===== config.mk =====
export PLATFORM = sky130hd
export DESIGN_NAME = fetch_unit
export DESIGN_NICKNAME = d
export VERILOG_FILES = /design/src/rtl/fetch_unit.sv
export SDC_FILE = /design/constraint.sdc
export NUM_CORES = 1
export LEC_CHECK = 0
export CORE_ASPECT_RATIO = 0.6
export CORE_MARGIN = 2
export CORE_UTILIZATION = 47
export CTS_BUF_LIST = sky130_fd_sc_hd__clkbuf_16
export DETAILED_ROUTE_END_ITERATION = 12
export GPL_ROUTABILITY_DRIVEN = 1
export PLACE_DENSITY = 0.9
export SETUP_SLACK_MARGIN = 0.02
export SLEW_MARGIN = 20
export SYNTH_ARGS = -nofsm -noshare
export SYNTH_HDL_FRONTEND = slang
export SYNTH_SLANG_ARGS = --single-unit

===== constraint.sdc =====
create_clock -name clk_i -period 3.37 [get_ports clk_i]
set_clock_uncertainty 0.05 [all_clocks]
set_input_delay 0.337 -clock clk_i [delete_from_list [all_inputs] [get_ports clk_i]]
set_output_delay 0.337 -clock clk_i [all_outputs]
set_load 0.02 [all_outputs]

===== src/rtl/fetch_unit.sv =====
// Instruction fetch stage: a PC-driven read strobe toward a combinational-read memory.
// The returned word is latched into an instruction register and offered to decode
// over a valid/ready handshake. Redirect reloads the PC and flushes the register.
// Halt parks the stage until the next redirect.
module fetch_unit #(
   parameter int                ADDR_W   = 12,
   parameter int                DATA_W   = 16,
   parameter logic [ADDR_W-1:0] RESET_PC = '0
) (
   input  logic              clk_i,
   input  logic              rst_ni,
   output logic              mem_read_o,
   output logic [ADDR_W-1:0] mem_addr_o,
   input  logic [DATA_W-1:0] mem_data_i,
   output logic [DATA_W-1:0] ir_o,
   output logic [ADDR_W-1:0] ir_pc_o,
   output logic              ir_valid_o,
   input  logic              ir_ready_i,
   input  logic              redirect_i,
   input  logic [ADDR_W-1:0] redirect_pc_i,
   input  logic              halt_i,
   output logic              halted_o
);

   typedef enum logic [1:0] {IDLE, FETCH, HOLD, STOP} state_t;

   state_t            state_q;
   logic [ADDR_W-1:0] pc_q;
   logic [ADDR_W-1:0] pc_inc_d;
   logic [DATA_W-1:0] ir_q;
   logic [ADDR_W-1:0] ir_pc_q;
   logic              ir_valid_q;
   logic              halted_q;

   // Sequential PC; wraps naturally at the top of the address space.
   assign pc_inc_d = pc_q + ADDR_W'(1);

   // The read strobe decodes only the registered state, so it never
   // depends combinationally on handshake or control inputs.
   assign mem_read_o = (state_q == FETCH);
   assign mem_addr_o = pc_q;
   assign ir_o       = ir_q;
   assign ir_pc_o    = ir_pc_q;
   assign ir_valid_o = ir_valid_q;
   assign halted_o   = halted_q;

   // Fetch FSM: redirect beats halt, and halt beats the normal flow.
   // A flush only drops ir_valid. The ir and ir_pc registers keep their last contents.
   always_ff @(posedge clk_i or negedge rst_ni) begin
      if (!rst_ni) begin
         state_q    <= IDLE;
         pc_q       <= RESET_PC;
         ir_q       <= '0;
         ir_pc_q    <= '0;
         ir_valid_q <= 1'b0;
         halted_q   <= 1'b0;
      end else if (redirect_i) begin
         state_q    <= FETCH;
         pc_q       <= redirect_pc_i;
         ir_valid_q <= 1'b0;
         halted_q   <= 1'b0;
      end else if (halt_i && state_q != STOP) begin
         state_q    <= STOP;
         ir_valid_q <= 1'b0;
         halted_q   <= 1'b1;
      end else begin
         case (state_q)
            IDLE: state_q <= FETCH;
            FETCH: begin
               ir_q       <= mem_data_i;
               ir_pc_q    <= pc_q;
               pc_q       <= pc_inc_d;
               ir_valid_q <= 1'b1;
               state_q    <= HOLD;
            end
            HOLD: begin
               if (ir_ready_i) begin
                  ir_valid_q <= 1'b0;
                  state_q    <= FETCH;
               end
            end
            STOP: state_q <= STOP;
            default: state_q <= IDLE;
         endcase
      end
   end

endmodule


# Word-level counts from Yosys, hierarchy flattened
# Cells that the tools add are included.
# totals
register_bits	44
inputBits	33
out_inout_bits	43
word_cells	36
# classes
addsub	1
n_eq_ne	6
n_mux	13
bitwise_logic	2
n_reduce_logical	8
# op_table
cell	n
two-way mux 12 bit	3
adder 12 x 1 -> 12 bit, second input constant	1
one-hot mux 2 bit (4 select lines)	1
two-way mux 2 bit	3
two-way mux 1 bit	5
equality test 2 bit, second input constant	2
inequality test 2 bit, second input constant	2
inequality test 4 bit, second input constant	1
AND reduction 2 bit	2
nonzero test 2 bit	2
nonzero test 4 bit	1
AND reduction 3 bit	1
equality test 2 x 1 -> 1 bit, second input constant	1
logical NOT 2 bit	1
inverter 1 bit	2
one-hot mux 1 bit (2 select lines)	1
logical AND 1 bit	1

# Logic depth before layout (Yosys ltp)
# Gate-level depths: netlist (run 1).
# depth
word_depth	4
ltp_mapped	6

# Worst setup path after synthesis (run 1)
# OpenSTA, ideal clock, no wires.
# synth_path
kind	register -> register
startpoint	reg pc_q[3] (netlist: mem_addr_o[3])
endpoint	reg pc_q[11] (netlist: mem_addr_o[11])
arrival_ns	1.655
required_ns	3.194
slack_ns	1.539
stages_incl_launch_ff	5
path_cell_list	dfrtp_1 nand4_1 nor4_1 xor2_1 a221o_1
# synth_between
elab_chain_cells	4
# synth_rtl
element	line	source
from (decl)	28	logic [ADDR_W-1:0] pc_q;
from (signal assigned)	59	pc_q <= redirect_pc_i;
from (signal assigned)	72	pc_q <= pc_inc_d;
adder 12 x 1 -> 12 bit	36	assign pc_inc_d = pc_q + ADDR_W'(1);
two-way mux 12 bit	67	case (state_q)
two-way mux 12 bit	62	end else if (halt_i && state_q != STOP) begin
two-way mux 12 bit	57	end else if (redirect_i) begin
# No other way between the ends. The select of a mux whose other input is x is not followed.
# A chain may end at the register's enable or synchronous reset.

# Worst setup path after layout (run 1)
# layout_path
startpoint	in halt_i
endpoint	reg ir_pc_q[9] (netlist: ir_pc_o[9])
# layout_between
elab_chain_cells	3
# layout_rtl
element	line	source
from (decl)	21	input logic halt_i,
logical AND 1 bit	62	
inverter 1 bit (no line)	--	
AND reduction 3 bit (no line)	--	
to (signal assigned)	71	ir_pc_q <= pc_q;
to (decl)	31	logic [ADDR_W-1:0] ir_pc_q;
# No other way between the ends.

==> flow_summary.ini, run 1 <==
[global_routing]
grt_use_met2_pct = 27.9
antenna_found_initial = 0
use_met3_pct = 7.98
gr-total-overflow = 0
busiest_layer = met2
grt_pass1_vias = 1311
grtUsageTotal_pct = 19.3
met1_usage_pct = 26.6
grt_pass1_wl_mm = 6.61
grt_max_degree = 45

[layout]
insertedDiodeCount = 0
area_delta_synth_final_pct = 46.5
fin_util_pct = 70.4
final_area_mm2 = 0.00286
nets = 265
final_layout_size_suffix_gt1_share_pct = 17.2

[setup_path]
required_ns = 3.48
cp-end-kind = flop
critPathArrivalTime_ns = 2.36
critical_path_class = input port to flop
path_max_fanout = 29
start_kind = input port

[routing]
drc = 0
antenna_left = 0
wl_per_cell_um = 14.6
first_iter_violations = 37
viasPerCell = 5.07
drt_first_pass_iters = 4
wirelength_mm = 4.12
vias = 1431

[placed_design]
post-place-ws_ns = 0.811
io_buffers = 75
dpl.hpwl_mm = 2.93
finalWeightedCongestion = 0.764
postPlaceCellArea_mm2 = 0.00272

[synthesis]
synth_area_mm2 = 0.00195
synth.avg_cell_area_um2 = 12.7
yosys_warnings = 0
syn_nets = 188
synth_cells = 154
ys_seq_area_share_pct = 56.5
synth_cell_types = 29
yosys_register_bits = 44

[sta]
tns_ns = 0
rsz0062_at_grt = false
setup_ws_ns = 1.12
period_minus_slack_ns = 2.25
finalCritPeriodShare_pct = 66.8
setup_viol = 0
relSlewSlack_pct = 36.0
max_slew.worst_pin.slew_ns = 0.960
hold_viol_final = 0
timing.fmax_mhz = 444
finalMaxSlewViolations = 0

[clock_tree]
cts_sinks = 44
clk_latency_ns = 0.28
numCtsBuffers = 5
post-cts-setup-buffers = 0
cts_tree = yes
cts_resized = 0
clockBufferDepth = 2
cts_hold_buf = 0
ctsHtreeMaxLevel = 2
clk_pin_slew_ns = 0.06
cts_root_buf = clkbuf_16

[die]
start_util_pct = 48.1
pin_count = 76
die_w_um = 87.1
placementRows = 18
dieHeight_um = 53.9
core_mm2 = 0.00405
die-area_mm2 = 0.00470

[outcome]
status = complete, no violations

[worst_hold_path]
hold_path_class = input port to asynchronous set/reset pin

[power_and_ir_drop]
p_leak_nw = 1.18
p_total_w = 0.00165
vdd_ir_drop_max_mv = 0.421
powerDensity_mw_per_mm2 = 579

[flow_run]
maxCapViolations = 0
==> area by class of cell <==
| cell class | count | area, µm² |
|---|---|---|
| Fill cell | 295 | 1200 |
| Sequential cell | 44 | 1100 |
| Multi-Input combinational cell | 100 | 781 |
| Timing Repair Buffer | 77 | 761 |
| Clock buffer | 5 | 125 |
| Tap cell | 50 | 62.6 |
| Clock inverter | 3 | 13.8 |
| Inverter | 3 | 11.3 |
==> worst max-delay path, stage by stage <==
cell	delay, ns
clkdlybuf4s50_1	0.51
or3b_1	0.62
nor2_4	0.14
buf_4	0.36
mux2_2	0.39
==> where the power goes <==
part | leakage (nW) | switching (W) | internal [W]
Combinational | 0.575 | 0.000234 | 0.000274
Sequential | 0.529 | 0.0000660 | 0.000626
Clock | 0.0710 | 0.000183 | 0.000269
==> cells in the mapped netlist (all sizes together) <==
library cell  instances  area [µm²]
dfrtp                44        1100
nor2b                 1        6.26
a211oi                1        7.51
nand4                 2        12.5
nand2                17        63.8
xor2                  4        35.0
a221o                 1        10.0
or3b                  1        8.76
nor4                  4        70.1
nand2b                1        6.26
nor3b                 1        7.51
nor2                  8        37.5
mux2                 29         327
xnor2                 7        61.3
inv                   3        11.3
nand3                 3        15.0
buf                   4        45.0
ha                    1        12.5
mux2i                 1        10.0
o21ai                12        60.1
a21oi                 3        15.0
clkbuf                3        11.3
nor3                  3        15.0
==> placed cells by master (no fill, tap or decap) <==
cell type / instances
a211oi_1: 1
nand4_1: 2
nor4_1: 1
nand2_1: 17
a221o_1: 1
o21ai_0: 10
dfrtp_1: 44
nor3_1: 3
nand2b_1: 1
nor3b_1: 1
ha_1: 1
inv_1: 3
xor2_1: 4
buf_4: 2
nor2_1: 7
xnor2_1: 7
mux2_2: 26
nor4_4: 3
nand3_1: 3
mux2i_1: 1
a21oi_1: 3
clkinv_2: 2
nor2b_1: 1
clkinv_1: 1
nor2_4: 1
clkdlybuf4s50_1: 74
buf_2: 1
clkbuf_16: 5
o21ai_1: 2
or3b_1: 1
mux2_1: 3
==> metrics by stage <==
step | hold slack, ns | std cells
after global placement | 0.418 | 274
after CTS | 0.196 | 282
after detailed placement | 0.425 | 274
after floorplan | -0.00859 | 154
final | 0.164 | 282
after global routing | 0.241 | 282
==> sequential cells by signal (all words and copies together) (netlist names) <==
signal and count:
halted_o 1, ir_valid_o 1, state_q 2, ir_o 16, mem_addr_o 12, ir_pc_o 12
==> final timing paths <==
kind	cells past startpoint	end	startpoint	slack (ns)
worst min-delay path	1	ir_pc_o[8]	rst_ni	0.16
max in group asynchronous	1	ir_o[13]	rst_ni	2.51
worst max register to register	4	ir_pc_o[9]	state_q[1]	1.21
min in group clk_i	1	ir_pc_o[4]	ir_pc_o[4]	0.44
worst min register to register	1	ir_pc_o[4]	ir_pc_o[4]	0.44
worst max-delay path	5	ir_pc_o[9]	halt_i	1.12
==> cell families (layout without fill, tap and decap cells) <==
group	count (synthesis)	in the layout	share of synthesized area, %
muxes	30	30	17.3
and+or+nand+nor	41	41	12.5
AOI/OAI and AO/OA	17	17	4.75
xor gates and xnor gates	11	11	4.94
DFF	44	44	56.5
adders and majority gates	1	1	0.642
buffers and inverters	10	88	3.47
==> metal layers <==
layer | up-vias | share of wire (%)
met4 | 0 | 0.70
met5 | - | 0
met3 | 5 | 8.8
met1 | 686 | 46
li1 | 689 | -
met2 | 51 | 44
(Power assumes the default switching activity.)
==> run 2, diff against run 1 <==
- CORE_UTILIZATION: 47 -> 39
- PLACE_DENSITY: 0.9 -> 0.81
- clock period: 3.37 -> 2 ns (I/O delays scaled with it)
==> flow_summary.ini, run 2 (synthesized netlist as in run 1, its figures left out) <==
[setup_path]
cp_cell_sequence = buf_4 -> nor2b_1 -> clkdlybuf4s50_1
critical_path_class = flop to primary output
slowest_stage = clkdlybuf4s50_1
critPathArrivalTime_ns = 1.63
max_stage_delay_ns = 0.64
path_max_fanout = 7
start_kind = flop
cp-end-kind = primary output
required_ns = 1.75

[global_routing]
use_met3_pct = 6.91
met1_usage_pct = 24.0
grt_pass1_vias = 1582
grt_use_met2_pct = 27.2
busiest_layer = met2
antenna_found_initial = 0
gr-total-overflow = 0
grtUsageTotal_pct = 17.9
grt_pass1_wl_mm = 7.55
grt_max_degree = 30

[die]
placementRows = 19
dieHeight_um = 58.8
start_util_pct = 41.6
pin_count = 76
die-area_mm2 = 0.00560
die_w_um = 95.3
core_mm2 = 0.00468

[sta]
setup_ws_ns = 0.121
relSlewSlack_pct = 63.1
max_slew.worst_pin.slew_ns = 0.554
finalCritPeriodShare_pct = 93.9
period_minus_slack_ns = 1.88
hold_viol_final = 0
rsz0062_at_grt = false
setup_viol = 0
timing.fmax_mhz = 532
whs_ns = 0.399
finalMaxSlewViolations = 0

[routing]
first_iter_violations = 70
wl_per_cell_um = 15.3
drt_first_pass_iters = 4
drc = 0
viasPerCell = 4.95
wirelength_mm = 4.64
antenna_left = 0
vias = 1505

[power_and_ir_drop]
power_frac_seq_pct = 41.5
power_switching_share_pct = 29.2
combPwrFrac_pct = 32.0
vdd_ir_drop_max_mv = 0.686
p_int_w = 0.00198
p_leak_nw = 1.22
clock_power_share_pct = 26.5
powerDensity_mw_per_mm2 = 944
p_total_w = 0.00280
switching_power_w = 0.000819

[clock_tree]
numCtsBuffers = 5
clockBufferDepth = 2
cts_root_buf = clkbuf_16
clk_pin_slew_ns = 0.06
clk_latency_ns = 0.27
cts_resized = 0
ctsHtreeMaxLevel = 2
cts_tree = yes
cts_sinks = 44

[layout]
fin_cells = 304
insertedDiodeCount = 0
mostFrequentLayoutCells = clkdlybuf4s50_1 (74), dfrtp_1 (44), mux2_2 (26)
nets = 275
largest_reg_flops = 16
fin_util_pct = 63.4
mostFrequentLayoutCell = clkdlybuf4s50_1
area_delta_synth_final_pct = 52.2
final_layout_size_suffix_gt1_share_pct = 19.5

[outcome]
status = complete, no violations

[placed_design]
dpl.hpwl_mm = 3.42
place_inst = 296
io_buffers = 75
post-place-ws_ns = -0.0111
finalWeightedCongestion = 0.816

[flow_run]
maxCapViolations = 0

[worst_hold_path]
hold_path_class = input port to asynchronous set/reset pin
run 2: cell count changes in the layout (fill, tap and decap cells not counted), sizes merged:
cell | previous run | this run
buf | 3 | 12
clkinv | 3 | 2
dlygate4sd3 | 0 | 1
run 2: metrics by stage:
stage,setup TNS (ns),cell area [µm²]
after floorplan,0,1950
after CTS,0,2970
after global routing,0,2970
after detailed placement,-0.0508,2830
after global placement,0,2830
final,0,2970
run 2: what timing repair did:
item | 4_1_cts | 5_1_grt
setup buffers | 0 | 0
hold endpoints to repair | 21 | 0
hold buffers | 1 | 0
run 2: metal layers:
metal	routed length (µm)	share of wire, %
met5	0	0
met4	45	0.97
met1	2150	46
met2	2010	43
met3	439	9.5
run 2: path summary, 6_finish.rpt:
kind | start | end | slack [ns] | cells past startpoint
setup / recovery | state_q[1] | mem_read_o | 0.12 | 3
hold / removal | rst_ni | ir_valid_o | 0.40 | 2
setup reg to reg | state_q[0] | ir_pc_o[3] | 0.18 | 4
hold reg to reg | ir_o[12] | ir_o[12] | 0.44 | 1
max in group asynchronous | rst_ni | ir_o[6] | 0.99 | 3
min in group clk_i | redirect_pc_i[0] | mem_addr_o[0] | 0.44 | 3
run 2: layout make-up:
class	count	area, µm²
tap	63	78.8
fill	373	1720
clock inverter	2	7.51
timing repair buffer	87	863
multi-input combinational	100	781
inverter	3	11.3
clock buffer	5	125
sequential	44	1100
run 2: worst max-delay path: cells and delay by family (launching register included):
kind,cells,cell delay [ns]
flops,1,0.38
simple gates,1,0.18
buf+inv,2,0.80
run 2: power by group through the flow:
stage	Clock [W]	Combinational (W)	Sequential (W)
2_1_floorplan	0	0.000214	0.00137
3_3_place_gp	0	0.000887	0.00117
3_5_place_dp	0	0.000901	0.00118
4_1_cts	0.000769	0.000908	0.00117
5_1_grt	0.000808	0.000955	0.00119
6_report	0.000743	0.000897	0.00116
